<file path="src/rtl/ptt_sequencer_pkg.sv">
// Shared types for the RX/TX sequencer: FSM states, band identity, output bundle.
// Latency: n/a (types and a pure decode function only).
// Backpressure: n/a.
package seq_pkg;

  typedef enum logic [2:0] {
    ST_IDLE,
    ST_TX_LNA_OFF,
    ST_TX_ANT,
    ST_TX_ON,
    ST_RX_PA_OFF,
    ST_RX_ANT
  } state_t;

  typedef enum logic [1:0] {
    BAND_NONE,
    BAND_B144,
    BAND_B430
  } band_t;

  // Registered output bundle, one bit per driver line.
  typedef struct packed {
    logic lna144;
    logic lna430;
    logic a144;
    logic a430;
    logic pa144;
    logic pa430;
    logic tx_ready;
    logic busy;
    logic band_err;
  } outs_t;

  localparam logic [2:0] BAND144_DEFAULT = 3'b110;
  localparam logic [2:0] BAND430_DEFAULT = 3'b101;

  function automatic band_t band_decode(input logic [2:0] code,
                                        input logic [2:0] c144,
                                        input logic [2:0] c430);
    band_t b;
    b = BAND_NONE;
    if (code == c144)      b = BAND_B144;
    else if (code == c430) b = BAND_B430;
    return b;
  endfunction

endpackage

</file>
<file path="src/rtl/ptt_sequencer_debounce.sv">
// PTT conditioning: 2-FF synchronizer on the raw active-low line, then a level debouncer.
// Latency: raw edge to ptt_act change is DEB_CYC+2 cycles.
// Backpressure: none; free-running level filter.
// Ports: clk, reset (async active-low), ptt (raw, active-low), ptt_act (debounced, active-high).
module ptt_debounce #(
  parameter int unsigned DEB_CYC = 50000
) (
  input  logic clk,
  input  logic reset,
  input  logic ptt,
  output logic ptt_act
);

  localparam int unsigned DW = (DEB_CYC > 1) ? $clog2(DEB_CYC) : 1;

  logic          ptt_s1;
  logic          ptt_s2;
  logic [DW-1:0] cnt;
  logic          mismatch;

  // Synchronizer resets to the idle (released) level of the raw line.
  always_ff @(posedge clk or negedge reset) begin
    if (!reset) begin
      ptt_s1 <= 1'b1;
      ptt_s2 <= 1'b1;
    end else begin
      ptt_s1 <= ptt;
      ptt_s2 <= ptt_s1;
    end
  end

  assign mismatch = (~ptt_s2) != ptt_act;

  // Flip only after DEB_CYC consecutive disagreeing cycles; one agreeing cycle restarts the count.
  always_ff @(posedge clk or negedge reset) begin
    if (!reset) begin
      cnt     <= '0;
      ptt_act <= 1'b0;
    end else if (mismatch) begin
      if (cnt == DW'(DEB_CYC - 1)) begin
        cnt     <= '0;
        ptt_act <= ~ptt_act;
      end else begin
        cnt <= cnt + 1'b1;
      end
    end else begin
      cnt <= '0;
    end
  end

endmodule

</file>
<file path="src/rtl/ptt_sequencer.sv">
// Timed RX/TX switching for the 144/430 MHz front end: LNA off -> relay -> PA on, and back.
// Latency: outputs registered from next state; each sequencing step dwells STEP_CYC cycles.
// Backpressure: none; release aborts a key-up in progress, re-press waits for IDLE.
// Ports: clk, reset (async active-low), ptt (raw, active-low), band[2:0];
//        lna/a/pa per band, tx_ready, busy, band_err (all registered, reset 0).
module ptt_sequencer
  import seq_pkg::*;
#(
  parameter int unsigned DEB_CYC  = 50000,
  parameter int unsigned STEP_CYC = 500000,
  parameter logic [2:0]  BAND144  = BAND144_DEFAULT,
  parameter logic [2:0]  BAND430  = BAND430_DEFAULT
) (
  input  logic       clk,
  input  logic       reset,
  input  logic       ptt,
  input  logic [2:0] band,
  output logic       lna144,
  output logic       lna430,
  output logic       a144,
  output logic       a430,
  output logic       pa144,
  output logic       pa430,
  output logic       tx_ready,
  output logic       busy,
  output logic       band_err
);

  localparam int unsigned SW = $clog2(STEP_CYC + 1);

  logic          ptt_act;
  band_t         live_band;
  band_t         cur_band;
  state_t        state;
  state_t        state_nxt;
  logic [SW-1:0] step_cnt;
  logic          step_done;
  outs_t         out_nxt;
  outs_t         out_q;

  ptt_debounce #(
    .DEB_CYC (DEB_CYC)
  ) u_deb (
    .clk     (clk),
    .reset   (reset),
    .ptt     (ptt),
    .ptt_act (ptt_act)
  );

  assign live_band = band_decode(band, BAND144, BAND430);
  assign step_done = (step_cnt == '0);

  // State register
  always_ff @(posedge clk or negedge reset) begin
    if (!reset) state <= ST_IDLE;
    else        state <= state_nxt;
  end

  // Next-state logic
  always_comb begin
    state_nxt = state;
    case (state)
      ST_IDLE:       if (ptt_act && live_band != BAND_NONE) state_nxt = ST_TX_LNA_OFF;
      ST_TX_LNA_OFF: begin
        if (!ptt_act)       state_nxt = ST_IDLE;
        else if (step_done) state_nxt = ST_TX_ANT;
      end
      ST_TX_ANT: begin
        // Relay already moved: release must back out through PA-off/relay-off.
        if (!ptt_act)       state_nxt = ST_RX_PA_OFF;
        else if (step_done) state_nxt = ST_TX_ON;
      end
      ST_TX_ON:      if (!ptt_act) state_nxt = ST_RX_PA_OFF;
      ST_RX_PA_OFF:  if (step_done) state_nxt = ST_RX_ANT;
      ST_RX_ANT:     if (step_done) state_nxt = ST_IDLE;
      default:       state_nxt = ST_IDLE;
    endcase
  end

  // Band is frozen for the whole TX excursion so a relay never follows a live band change.
  always_ff @(posedge clk or negedge reset) begin
    if (!reset)                                           cur_band <= BAND_NONE;
    else if (state == ST_IDLE && state_nxt == ST_TX_LNA_OFF) cur_band <= live_band;
  end

  // Step timer: reloads on every state change, counts down to zero and holds there.
  always_ff @(posedge clk or negedge reset) begin
    if (!reset)                  step_cnt <= '0;
    else if (state_nxt != state) step_cnt <= SW'(STEP_CYC - 1);
    else if (!step_done)         step_cnt <= step_cnt - 1'b1;
  end

  // Output decode from the next state, registered below so outputs change with the state.
  always_comb begin
    out_nxt      = '0;
    out_nxt.busy = (state_nxt != ST_IDLE);
    case (state_nxt)
      ST_IDLE: begin
        out_nxt.lna144   = (live_band == BAND_B144);
        out_nxt.lna430   = (live_band == BAND_B430);
        out_nxt.band_err = ptt_act && (live_band == BAND_NONE);
      end
      ST_TX_ANT, ST_RX_PA_OFF: begin
        out_nxt.a144 = (cur_band == BAND_B144);
        out_nxt.a430 = (cur_band == BAND_B430);
      end
      ST_TX_ON: begin
        out_nxt.a144     = (cur_band == BAND_B144);
        out_nxt.a430     = (cur_band == BAND_B430);
        out_nxt.pa144    = (cur_band == BAND_B144);
        out_nxt.pa430    = (cur_band == BAND_B430);
        out_nxt.tx_ready = 1'b1;
      end
      default: ;
    endcase
  end

  always_ff @(posedge clk or negedge reset) begin
    if (!reset) out_q <= '0;
    else        out_q <= out_nxt;
  end

  assign lna144   = out_q.lna144;
  assign lna430   = out_q.lna430;
  assign a144     = out_q.a144;
  assign a430     = out_q.a430;
  assign pa144    = out_q.pa144;
  assign pa430    = out_q.pa430;
  assign tx_ready = out_q.tx_ready;
  assign busy     = out_q.busy;
  assign band_err = out_q.band_err;

endmodule

</file>
<file path="config.mk">
export PLATFORM = sky130hd
export DESIGN_NAME = ptt_sequencer
export DESIGN_NICKNAME = d
export VERILOG_FILES = /design/src/rtl/ptt_sequencer_pkg.sv /design/src/rtl/ptt_sequencer_debounce.sv /design/src/rtl/ptt_sequencer.sv
export SDC_FILE = /design/constraint.sdc
export NUM_CORES = 1
export LEC_CHECK = 0
export CELL_PAD_IN_SITES_DETAIL_PLACEMENT = 1
export CELL_PAD_IN_SITES_GLOBAL_PLACEMENT = 1
export CORE_MARGIN = 3
export CORE_UTILIZATION = 48
export CTS_BUF_LIST = sky130_fd_sc_hd__clkbuf_4 sky130_fd_sc_hd__clkbuf_8
export CTS_CLUSTER_SIZE = 24
export DETAILED_ROUTE_END_ITERATION = 12
export GPL_TIMING_DRIVEN = 0
export PLACE_DENSITY_LB_ADDON = 0.25
export SYNTH_ARGS = -nofsm -noshare
export SYNTH_HDL_FRONTEND = slang
export SYNTH_SLANG_ARGS = --single-unit
</file>
<file path="constraint.sdc">
create_clock -name clk -period 3.1 [get_ports clk]
set_input_delay 0.62 -clock clk [delete_from_list [all_inputs] [get_ports clk]]
set_output_delay 0.62 -clock clk [all_outputs]
set_load 0.05 [all_outputs]
</file>
== Yosys cells after proc, flatten, opt, wreduce, memory -nomap -nowiden ==
Cells that the tools add are included.

* Bits in registers: 52
* Bits of input ports: 6
* Output and inout port bits: 9
* Word-level logic and storage cells: 69

* $add $sub $neg: 2
* Eq/ne operators: 19
* Mux-type cells: 19
* Bitwise gates (word level): 2
* Reduce and logical (&&, ||, !) cells: 11

{| class="wikitable"
|+ Operators by type and width
! operator !! number
|-
| 2-to-1 mux 19 bit || 2
|-
| 2-to-1 mux 16 bit || 2
|-
| 2-to-1 mux 3 bit || 9
|-
| zero test 19 bit || 1
|-
| subtractor 19 x 1 -> 19 bit (second input constant) || 1
|-
| one-hot mux 3 bit (6 select lines) || 1
|-
| adder 16 x 1 -> 16 bit (second input constant) || 1
|-
| == test 16 bit (second input constant) || 1
|-
| == test 3 bit (second input constant) || 5
|-
| == test 3 x 2 -> 1 bit (second input constant) || 4
|-
| 2-to-1 mux 2 bit || 4
|-
| == test 3 x 1 -> 1 bit (second input constant) || 2
|-
| zero test 3 bit || 2
|-
| == test 2 x 1 -> 1 bit (second input constant) || 2
|-
| == test 2 bit (second input constant) || 2
|-
| logical AND 1 bit || 3
|-
| inequality test 3 bit || 1
|-
| nonzero test 3 bit || 1
|-
| OR reduction 3 bit || 1
|-
| zero test 2 bit || 1
|-
| inequality test 2 x 1 -> 1 bit (second input constant) || 1
|-
| inverter 1 bit || 2
|-
| AND reduction 2 bit || 1
|-
| nonzero test 2 bit || 1
|-
| other kinds (2) || 2
|}

== Depth between registers and ports, before layout ==
Gate-level depths: netlist of the first run.

* Word-level depth: 10
* Depth in mapped cells: 10
* Gate-level depth less buffers: 8

== By module ==
From an unflattened synthesis of the first run, not the netlist that was laid out.

* Cells, all modules: 249
* Area, all modules: 2765.2 um^2

{| class="wikitable"
|+ By module, submodules not included
! module !! times used !! cells an instance !! area each (um^2) !! seq. area each (um^2)
|-
| ptt_sequencer || 1 || 165 || 1826.8 || 825.8
|-
| ptt_debounce || 1 || 84 || 938.4 || 478.0
|}

== Worst setup path after synthesis of the first run ==
No wires, ideal clock.

* Path type: register to register
* Start: register step_cnt[0]
* End: register step_cnt[3]
* Library setup time: 0.090 ns
* Arrival: 2.609 ns
* Data required time: 3.010 ns
* Setup slack: 0.401 ns
* Stages on the path, launching flop included: 11
* Path buffers: 3
* Period minus slack after synthesis: 2.699 ns
* Cells stage by stage: dfrtp_1 -> inv_1 -> ha_1 -> or3b_1 -> buf_2 -> or4_1 -> buf_2 -> a211o_1 -> a311o_1 -> buf_6 -> o2111ai_1

* Cells in the longest elaborated chain, start to end: 6
* Elaborated cells on any way between the ends: 13
* Those cells by class: add/sub: 1; eq/ne: 2; mux: 9; reduce/logical: 1

{| class="wikitable"
|+ Ends and longest elaborated chain
! what !! line !! text
|-
| start, declared || ptt_sequencer.sv:36 || <nowiki>logic [SW-1:0] step_cnt;</nowiki>
|-
| start signal, assigned || ptt_sequencer.sv:89 || <nowiki>else if (state_nxt != state) step_cnt <= SW'(STEP_CYC - 1);</nowiki>
|-
| start signal, assigned || ptt_sequencer.sv:90 || <nowiki>else if (!step_done) step_cnt <= step_cnt - 1'b1;</nowiki>
|-
| zero test 19 bit || ptt_sequencer.sv:51 || <nowiki>assign step_done = (step_cnt == '0);</nowiki>
|-
| 2-to-1 mux 3 bit (on tied branches) || ptt_sequencer.sv:71, ptt_sequencer.sv:66 ||
|-
| 2-to-1 mux 3 bit (on tied branches) || ptt_sequencer.sv:70, ptt_sequencer.sv:65 ||
|-
| one-hot mux 3 bit (6 select lines) || ptt_sequencer.sv:62 || <nowiki>case (state)</nowiki>
|-
| inequality test 3 bit || ptt_sequencer.sv:89 ||
|-
| inequality test 2 x 1 -> 1 bit (no source line) / 2-to-1 mux 19 bit (equally long branches) || -- ||
|}

Several ways; a longest one is shown, not always the timed one. The select of a mux whose other input is x is not followed.
A chain may end at the register's enable or synchronous reset.

== Worst setup path in the final report of the first run ==
Same ends and word-level chain as after synthesis.

==> flow_summary_export.csv, run 1 <==
group,metric,value,unit
yosys,postSynthCellCount,262,
placed_design,gp_congestion,0.797,
sta,layout_setup_ws,0.129,ns
sta,max-slew-margin-rel,61.0,%
clock_network,htreeDepth,2,
hold_path,min_path_type,"input port to async pin",
floorplan,fp-row-count,26,
sta,min_period,2.97,ns
floorplan,die_h,79.3,um
route,drc,0,
flow_run,cap_violations,0,
floorplan,io_pins,15,
route,drt_iter0_drc,45,
yosys,synth_top_cell_by_area,"dfrtp_1",
placed_design,hpwl,4160,um
clock_network,clk_pin_slew,0.09,ns
grt,grt_pass1_vias,2119,
yosys,synth_ff_type,"dfrtp_1",
clock_network,cts_root_buffer,"clkbuf_8",
placed_design,post-place-ws,-0.113,ns
power,worst_ir_drop_vdd,0.184,mV
finish,regArea,0.00130,sq mm
grt,gr-total-overflow,0,
yosys,synthArstFlopShare,100,%
yosys,synth_area,0.00258,sq mm
power,p_leak,1.19,nW
finish,design_area,0.00293,sq mm
setup_path,cp-end-kind,"flip-flop",
setup_path,crit_top_cell,"buf_2",
route,detail_route.vias_per_cell,5.67,
route,postRouteAntennaNets,0,
route,routed-via-count,2014,
finish,drive_gt1_share,12.3,%
setup_path,required,3.32,ns
clock_network,postCtsHoldBufs,0,
sta,fmax,337,MHz
grt,grt_use_total,20.9,%
yosys,synth_edf_count,0,
setup_path,crit_type,"flip-flop to flip-flop",
grt,grtUsageMet2,36.4,%
setup_path,cpMaxStageDelayCell,"or4_1",
sta,fin_skew,0.00528,ns
yosys,synth_fp_nets,270,
finish,multi_input_area,0.00118,sq mm
yosys,ys_types,53,
yosys,synth.area.top_cells,"dfrtp_1 (49%), nor2_1 (6.0%), xnor2_1 (5.1%)",
setup_path,startpoint_type,"flip-flop",
clock_network,numCtsBuffers,5,
yosys,synth-simple-area-share,23.9,%
sta,worst_pin_slew,0.579,ns
floorplan,dieArea,0.00629,sq mm
run_status,status,"complete, no violations",
clock_network,clock_latency,0.31,ns
yosys,muxShareOfSynthArea,1.60,%
grt,grt_first_pass_wirelength,10300,um
yosys,synth.avg_cell_area,9.84,sq um
floorplan,start_util,50.1,%
finish,syn_to_final_growth,13.8,%
clock_network,clk_path_buf_depth,2,
route,dr.pass1.iters,4,
setup_path,worstPathCellList,"inv_1 -> ha_1 -> or3b_1 -> buf_2 -> or4_1 -> buf_2 -> a211o_1 -> a311o_2 -> buf_6 -> o2111ai_1",
finish,final_nets,292,
floorplan,core,0.00514,sq mm
sta,hold_slack,0.298,ns
grt,busiest_layer,"met2",
grt,met3_usage,4.76,%
setup_path,worstPathMaxFanout,10,
sta,finalSetupViolations,0,
yosys,synth-compound-area-share,11.7,%
setup_path,arrival,3.19,ns
grt,grt_antenna_before_repair,0,
grt,grt_util_met1,26.2,%
sta,finalMaxSlewViolations,0,
sta,final_hold_viol_count,0,
yosys,synth_seq_cells,52,
floorplan,die_w,79.3,um
setup_path,critPathMaxStageDelay,0.52,ns
placed_design,io_buffers,14,
grt,grt_start_max_net_pins,31,
yosys,synth_top_family_by_area,"simple AND/OR/NAND/NOR gates",
finish,antenna-diode-count,0,
yosys,ys.warnings.count,0,
power,powerDensity,390,mW/mm^2
yosys,netlist.area_leader.share,48.5,%
yosys,seq_area_frac_synth,50.6,%
clock_network,cts_setup_buffers,0,
finish,fill_cells,617,
route,finalWirelength,5890,um
placed_design,place_area,0.00282,sq mm
yosys,synth_adder_area_share,0.971,%
clock_network,cts_tree,"done",
route,wl_per_cell,16.6,um
clock_network,post_cts_resized,1,
yosys,synth_xor_area_share,7.14,%
clock_network,cts_sinks,52,
sta,setup-tns-final,0,ns
sta,period_share,95.8,%
final timing paths:
| check | from | to | slack (ns) | cells after the start |
|---|---|---|---|---|
| worst min register to register | u_deb.ptt_s1 | u_deb.ptt_s2 | 0.36 | 0 |
| worst max-delay path | step_cnt[0] | step_cnt[3] | 0.13 | 10 |
| worst min-delay path | reset | step_cnt[16] | 0.30 | 1 |
| worst max register to register | step_cnt[0] | step_cnt[3] | 0.13 | 10 |
| min in group clk | u_deb.ptt_s1 | u_deb.ptt_s2 | 0.36 | 0 |
| max in group asynchronous | reset | u_deb.ptt_s1 | 2.18 | 2 |
layout make-up:
| class | instances | area share, % |
|---|---|---|
| Buffer | 14 | 2.43 |
| Clock buffer | 7 | 3.07 |
| Clock inverter | 1 | 0.256 |
| Inverter | 9 | 1.15 |
| Multi-Input combinational cell | 187 | 40.4 |
| Sequential cell | 52 | 44.4 |
| Tap cell | 70 | 2.99 |
| Timing Repair Buffer | 15 | 5.29 |
through the flow:
step	util, %	instances	power [mW]
finish	57.1	355	1.14
floorplan	-	262	0.715
CTS	56.9	355	1.16
global route	57.1	355	1.19
detailed placement	54.9	347	0.747
global placement	54.6	346	0.743
cells by family (layout without fill, tap and decap cells):
| family | count (synthesis) | after routing |
|---|---|---|
| adder cells (fa/ha/maj) | 2 | 2 |
| flip-flops | 52 | 52 |
| buffers and inverters | 23 | 46 |
| AND/OR/NAND/NOR | 119 | 119 |
| AO/OA/AOI/OAI | 41 | 41 |
| XOR/XNOR | 21 | 21 |
| multiplexers | 4 | 4 |
power breakdown:
group          internal (mW)  total, mW  leakage [nW]  switching, mW
combinational         0.0151     0.0457         0.492         0.0306
clock                  0.191      0.412        0.0479          0.221
sequential             0.684      0.687         0.654        0.00285
cells in the mapped netlist (all sizes together), types with 3 or more instances:
cell type	n
buf	6
nor2	41
dfrtp	50
xnor2	15
clkbuf	8
o31ai	3
and3	10
nor3	5
o21ai	8
or2	5
nor4	5
a221oi	3
xor2	6
nand3	14
nand4	4
nand2	14
a21oi	6
nand2b	3
or4	7
inv	9
o211ai	3
o2111ai	3
mux2i	3
worst max-delay path: cells and delay by family (launching register included):
family	cells	cell delay, ns
simple gates	2	0.86
flops	1	0.41
buf+inv	4	0.64
compound gates	3	0.81
fa+ha+maj	1	0.18
metal layers:
layer	part of all wire, %	vias to the layer above	wire length [um]
li1	-	972	-
met1	45	1007	2640
met2	51	29	2980
met3	3.4	6	199
met4	1.1	0	64
met5	0	-	0
cells in the final DEF, fill, tap and decap left out, drive strengths merged, types with 7 or more instances in the layout:
cell	instances
and3	10
inv	9
xnor2	15
nand2	14
clkbuf	15
or4	7
clkdlybuf4s50	13
o21ai	8
nand3	14
dfrtp	50
buf	8
nor2	41
flip-flops by register name (all words and copies together), names as in the netlist:
signal and count:
tx_ready 1, pa430 1, busy 1, lna430 1, a144 1, a430 1
cur_band 2, band_err 1, pa144 1, state 3, u_deb.ptt_s1 1, u_deb.ptt_act 1
step_cnt 19, lna144 1, u_deb.ptt_s2 1, u_deb.cnt 16
Note: power is estimated with default switching activity, not from simulation.
==> run 2, diff against run 1 <==
--- a/config.mk
+++ b/config.mk
@@ -7,10 +7,8 @@
 export LEC_CHECK = 0
 export CELL_PAD_IN_SITES_DETAIL_PLACEMENT = 1
 export CELL_PAD_IN_SITES_GLOBAL_PLACEMENT = 1
-export CORE_MARGIN = 3
 export CORE_UTILIZATION = 48
 export CTS_BUF_LIST = sky130_fd_sc_hd__clkbuf_4 sky130_fd_sc_hd__clkbuf_8
-export CTS_CLUSTER_SIZE = 24
 export DETAILED_ROUTE_END_ITERATION = 12
 export GPL_TIMING_DRIVEN = 0
 export PLACE_DENSITY_LB_ADDON = 0.25
==> run 2 against run 1 <==
Against the previous run: clock power up 20%; sequential share of layout area down 0.36 points; critical path depth unchanged; critical path type unchanged; largest power group unchanged; highest routed layer unchanged.
==> flow_summary_export.csv, run 2 (synthesized netlist as in run 1, its figures left out) <==
group,metric,value,unit
run_status,status,"complete, no violations",
clock_network,cts_tree,"done",
finish,final_cell_mix,"dfrtp_1 (50), nor2_1 (41), xnor2_1 (15)",
clock_network,numCtsBuffers,5,
setup_path,worstPathMaxFanout,10,
sta,fmax,343,MHz
finish,final_cells,355,
sta,final_hold_viol_count,0,
power,p_leak,1.21,nW
route,wl_per_cell,16.5,um
setup_path,arrival,3.14,ns
sta,worst_pin_slew,0.602,ns
finish,final_util,57.5,%
placed_design,dp.cells,347,
grt,grt_first_pass_wirelength,9360,um
finish,top_regs,"step_cnt (19), u_deb.cnt (16), state (3)",
sta,fin_skew,0.0124,ns
route,drt_iter0_drc,62,
power,powerDensity,415,mW/mm^2
finish,largest_reg_flops,19,
clock_network,clk_path_buf_depth,2,
clock_network,postCtsHoldBufs,0,
floorplan,die_h,75.3,um
finish,final_common_cell,"dfrtp_1",
grt,grt_antenna_before_repair,0,
floorplan,die_w,75.3,um
setup_path,cpMaxStageDelayCell,"or4_1",
power,worst_ir_drop_vdd,0.196,mV
route,finalWirelength,5840,um
placed_design,place_area,0.00282,sq mm
setup_path,cp-end-kind,"flip-flop",
sta,finalMaxSlewViolations,0,
finish,fill_cells,604,
floorplan,dieArea,0.00567,sq mm
placed_design,post-place-ws,-0.157,ns
route,drc,0,
sta,setup-tns-final,0,ns
clock_network,clock_latency,0.31,ns
floorplan,fp-row-count,26,
finish,top_register,"step_cnt",
clock_network,clk_pin_slew,0.10,ns
grt,grt_pass1_vias,1946,
flow_run,cap_violations,0,
setup_path,worstReg2RegEnd,"step_cnt[3]",
setup_path,crit_type,"flip-flop to flip-flop",
sta,max-slew-margin-rel,59.5,%
floorplan,io_pins,15,
sta,finalSetupViolations,0,
clock_network,cts_sinks,52,
setup_path,required,3.32,ns
floorplan,start_util,50.1,%
setup_path,crit_top_cell,"buf_2",
placed_design,gp_congestion,0.794,
floorplan,core,0.00514,sq mm
setup_path,startpoint_type,"flip-flop",
sta,hold_slack,0.292,ns
setup_path,reg2reg_from,"step_cnt[0]",
route,routed-via-count,1980,
placed_design,io_buffers,14,
clock_network,htreeDepth,2,
placed_design,hpwl,4120,um
sta,period_share,94.2,%
finish,syn_to_final_growth,14.8,%
route,detail_route.vias_per_cell,5.58,
setup_path,rrSetupSlack,0.18,ns
hold_path,min_path_type,"input port to async pin",
setup_path,critPathMaxStageDelay,0.51,ns
finish,drive_gt1_share,12.3,%
sta,rsz0062_at_grt,"false",
clock_network,cts_root_buffer,"clkbuf_8",
grt,grt_use_total,22.6,%
setup_path,reg2regPathDepth,10,
finish,design_area,0.00296,sq mm
finish,antenna-diode-count,0,
finish,final_nets,292,
route,dr.pass1.iters,4,
grt,grt_start_max_net_pins,31,
grt,gr-total-overflow,0,
sta,layout_setup_ws,0.181,ns
setup_path,worstPathCellList,"inv_1 -> ha_1 -> or3b_1 -> buf_2 -> or4_1 -> buf_2 -> a211o_1 -> a311o_2 -> buf_6 -> o2111ai_1",
route,postRouteAntennaNets,0,
clock_network,cts_setup_buffers,0,
sta,min_period,2.92,ns
power,power,1.23,mW
run 2: layout make-up:
type / instances / area, sq um / share of cell area (%)
flip-flops and latches: 52 / 1300 / 44.1
clock buffers: 6 / 82.6 / 2.79
repair buffers: 15 / 155 / 5.25
plain buffers: 14 / 71.3 / 2.41
inverters: 9 / 33.8 / 1.14
clock inverters: 2 / 38.8 / 1.31
multi-input cells: 187 / 1180 / 40.1
well taps: 70 / 87.6 / 2.96
run 2: how the worst max path moves through the flow:
stage                start     endpoint  slack [ns]  depth (start not counted)
3_3_place_gp         reset       lna144       -0.14                          1
3_5_place_dp   step_cnt[8]  step_cnt[7]       -0.16                          7
6_report       step_cnt[0]  step_cnt[3]        0.18                         10
2_1_floorplan  step_cnt[0]  step_cnt[3]        0.40                         10
4_1_cts        step_cnt[8]  step_cnt[7]        0.12                          7
5_1_grt        step_cnt[0]  step_cnt[3]        0.02                         10
run 2: repair_timing:
item | 4_1_cts | 5_1_grt
cloned | 0 | 0
pin swaps | 0 | 1
setup endpoints to repair | 11 | 5
gates resized for setup | 1 | 2
hold endpoints to repair | 0 | 0
run 2: where the power goes:
| group | switching (mW) | leakage [nW] | internal, mW |
|---|---|---|---|
| Clock | 0.231 | 0.0614 | 0.264 |
| Sequential | 0.00312 | 0.654 | 0.684 |
| Combinational | 0.0303 | 0.492 | 0.0153 |
| Total | 0.264 | 1.21 | 0.964 |
run 2: per-layer routing:
| metal | share of wire [%] | GRT usage, % | vias to the layer above |
|---|---|---|---|
| li1 | - | - | 970 |
| met1 | 47 | 29.7 | 987 |
| met2 | 50 | 38.0 | 16 |
| met3 | 2.2 | 4.69 | 7 |
| met4 | 1.1 | 6.17 | 0 |
| met5 | 0 | 0 | - |
run 2: worst max-delay path: cells and delay by family (launching register included):
| kind | cells | cell delay [ns] |
|---|---|---|
| adders and majority gates | 1 | 0.19 |
| buffers and inverters | 4 | 0.62 |
| and+or+nand+nor | 2 | 0.85 |
| AOI/OAI and AO/OA | 3 | 0.78 |
| DFF | 1 | 0.40 |
==> run 3, diff against run 2 <==
--- a/config.mk
+++ b/config.mk
@@ -7,11 +7,11 @@
 export LEC_CHECK = 0
 export CELL_PAD_IN_SITES_DETAIL_PLACEMENT = 1
 export CELL_PAD_IN_SITES_GLOBAL_PLACEMENT = 1
-export CORE_UTILIZATION = 48
+export CORE_UTILIZATION = 45
 export CTS_BUF_LIST = sky130_fd_sc_hd__clkbuf_4 sky130_fd_sc_hd__clkbuf_8
 export DETAILED_ROUTE_END_ITERATION = 12
 export GPL_TIMING_DRIVEN = 0
-export PLACE_DENSITY_LB_ADDON = 0.25
+export PLACE_DENSITY = 0.76
 export SYNTH_ARGS = -nofsm -noshare
 export SYNTH_HDL_FRONTEND = slang
 export SYNTH_SLANG_ARGS = --single-unit
==> run 3 against run 2 <==
Against the previous run: maximum frequency is 1.2% lower; combinational power about the same; sequential power about the same; clock power increased by 15%; worst setup slack got worse by 0.036 ns; register-to-register slack got worse by 0.04 ns; global-route usage down 0.79 points; final area up 0.34%; clock skew about the same; sequential share of layout area shrank 0.15 points.
==> flow_summary_export.csv, run 3 (synthesized netlist as in run 1, its figures left out) <==
group,metric,value,unit
setup_path,worstReg2RegEnd,"step_cnt[3]",
floorplan,fp-row-count,27,
finish,top_regs,"step_cnt (19), u_deb.cnt (16), state (3)",
route,dr.pass1.iters,4,
placed_design,hpwl,4180,um
power,worst_ir_drop_vdd,0.220,mV
placed_design,post-place-ws,0.0575,ns
grt,grt_first_pass_wirelength,10200,um
sta,fmax,338,MHz
floorplan,die_h,77.7,um
placed_design,place_area,0.00282,sq mm
setup_path,rrSetupSlack,0.15,ns
sta,final_hold_viol_count,0,
clock_network,clk_pin_slew,0.11,ns
finish,final_common_cell,"dfrtp_1",
sta,finalSetupViolations,0,
finish,regArea,0.00130,sq mm
route,drt_iter0_drc,83,
clock_network,numCtsBuffers,5,
sta,layout_setup_ws,0.145,ns
clock_network,htreeDepth,2,
power,power_switching,0.276,mW
clock_network,clock_latency,0.32,ns
power,internal_power,1.02,mW
placed_design,dp.cells,349,
floorplan,die_w,77.7,um
clock_network,cts_root_buffer,"clkbuf_8",
flow_run,cap_violations,0,
route,routed-via-count,1988,
finish,multi_input_area,0.00118,sq mm
power,p_comb_share,3.5,%
sta,fin_skew,0.0124,ns
sta,finalMaxSlewViolations,0,
finish,design_area,0.00297,sq mm
route,drc,0,
setup_path,startpoint_type,"flip-flop",
setup_path,worstPathMaxFanout,10,
finish,antenna-diode-count,0,
finish,final_nets,292,
power,p_leak,1.22,nW
grt,grt_antenna_before_repair,0,
clock_network,cts_tree,"done",
setup_path,required,3.32,ns
sta,period_share,95.3,%
power,powerDensity,438,mW/mm^2
finish,final_cell_mix,"dfrtp_1 (50), nor2_1 (41), xnor2_1 (15)",
grt,grt_pass1_vias,2131,
floorplan,dieArea,0.00603,sq mm
finish,final_cells,357,
floorplan,core,0.00551,sq mm
placed_design,gp_congestion,0.765,
sta,min_period,2.95,ns
finish,largest_reg_flops,19,
route,wl_per_cell,16.3,um
placed_design,io_buffers,14,
grt,grt_start_max_net_pins,37,
power,power,1.30,mW
grt,gr-total-overflow,0,
clock_network,postCtsHoldBufs,0,
sta,rsz0062_at_grt,"false",
setup_path,reg2reg_from,"step_cnt[0]",
floorplan,start_util,46.8,%
grt,grt_use_total,21.8,%
setup_path,arrival,3.18,ns
finish,fill_cells,627,
finish,syn_to_final_growth,15.1,%
finish,drive_gt1_share,12.3,%
route,postRouteAntennaNets,0,
route,finalWirelength,5820,um
sta,max-slew-margin-rel,56.7,%
run_status,status,"complete, no violations",
floorplan,io_pins,15,
power,sequentialPowerShare,52.9,%
setup_path,crit_type,"flip-flop to flip-flop",
setup_path,cp-end-kind,"flip-flop",
power,p_clk_share,43.6,%
setup_path,reg2regPathDepth,10,
hold_path,min_path_type,"input port to async pin",
route,detail_route.vias_per_cell,5.57,
sta,worst_pin_slew,0.644,ns
clock_network,clk_path_buf_depth,2,
power,swShare,21.2,%
finish,top_register,"step_cnt",
clock_network,cts_sinks,52,
## run 3: cell types whose count changed in the layout (fill, tap and decap cells not counted)
cell / delta
clkbuf_8: -1
nor4_2: +1
nor4_4: -1
inv_6: +1
bufinv_16: +1
clkinv_4: -1
## run 3: cell type report
type | count | area share (%)
Clock buffer | 5 | 2.32
Buffer | 14 | 2.40
Inverter | 9 | 1.14
Sequential cell | 52 | 43.9
Tap cell | 72 | 3.04
Clock inverter | 3 | 2.32
Multi-Input combinational cell | 187 | 39.6
Timing Repair Buffer | 15 | 5.23
## run 3: worst max path at each step
stage                      from  cells after the start     endpoint
finish              step_cnt[0]                     10  step_cnt[3]
CTS                 step_cnt[8]                      7  step_cnt[6]
global placement          reset                      1     tx_ready
floorplan           step_cnt[0]                     10  step_cnt[3]
global route        step_cnt[0]                     10  step_cnt[3]
detailed placement  step_cnt[8]                      7  step_cnt[6]
## run 3: worst max-delay path, stage by stage (launching register included)
cell and delay, ns:
dfrtp_1 0.40, inv_1 0.09, ha_1 0.19, or3b_1 0.34, buf_2 0.17, or4_1 0.51, buf_2 0.17, a211o_1 0.25
a311o_2 0.46, buf_6 0.17, o2111ai_1 0.10
## run 3: routing by layer
| layer | up-vias | GRT usage, % | wire length, um |
|---|---|---|---|
| li1 | 973 | - | - |
| met2 | 16 | 39.1 | 3000 |
| met1 | 993 | 26.3 | 2620 |
| met5 | - | 0 | 0 |
| met4 | 0 | 6.79 | 72 |
| met3 | 6 | 3.88 | 131 |
## run 3: timing repair
item | CTS | global route
endpoints found under the setup margin | 0 | 11
gates resized for setup | 0 | 2
setup buffers | 0 | 0
## run 3: power groups by stage
stage	combinational, mW	sequential, mW	clock, mW
2_1_floorplan	0.0118	0.704	0
4_1_cts	0.0474	0.688	0.581
5_1_grt	0.0518	0.689	0.604
3_5_place_dp	0.0470	0.701	0
6_report	0.0456	0.688	0.567
3_3_place_gp	0.0430	0.701	0
## run 3: stage by stage
| step | hold WS [ns] | utilization, % | TNS, ns |
|---|---|---|---|
| finish | 0.213 | 53.9 | 0 |
| global route | 0.231 | 53.9 | 0 |
| CTS | 0.220 | 53.8 | 0 |
| detailed placement | 0.347 | 51.3 | 0 |
| global placement | 0.347 | 51.0 | -7.76 |
| floorplan | 0.324 | - | 0 |
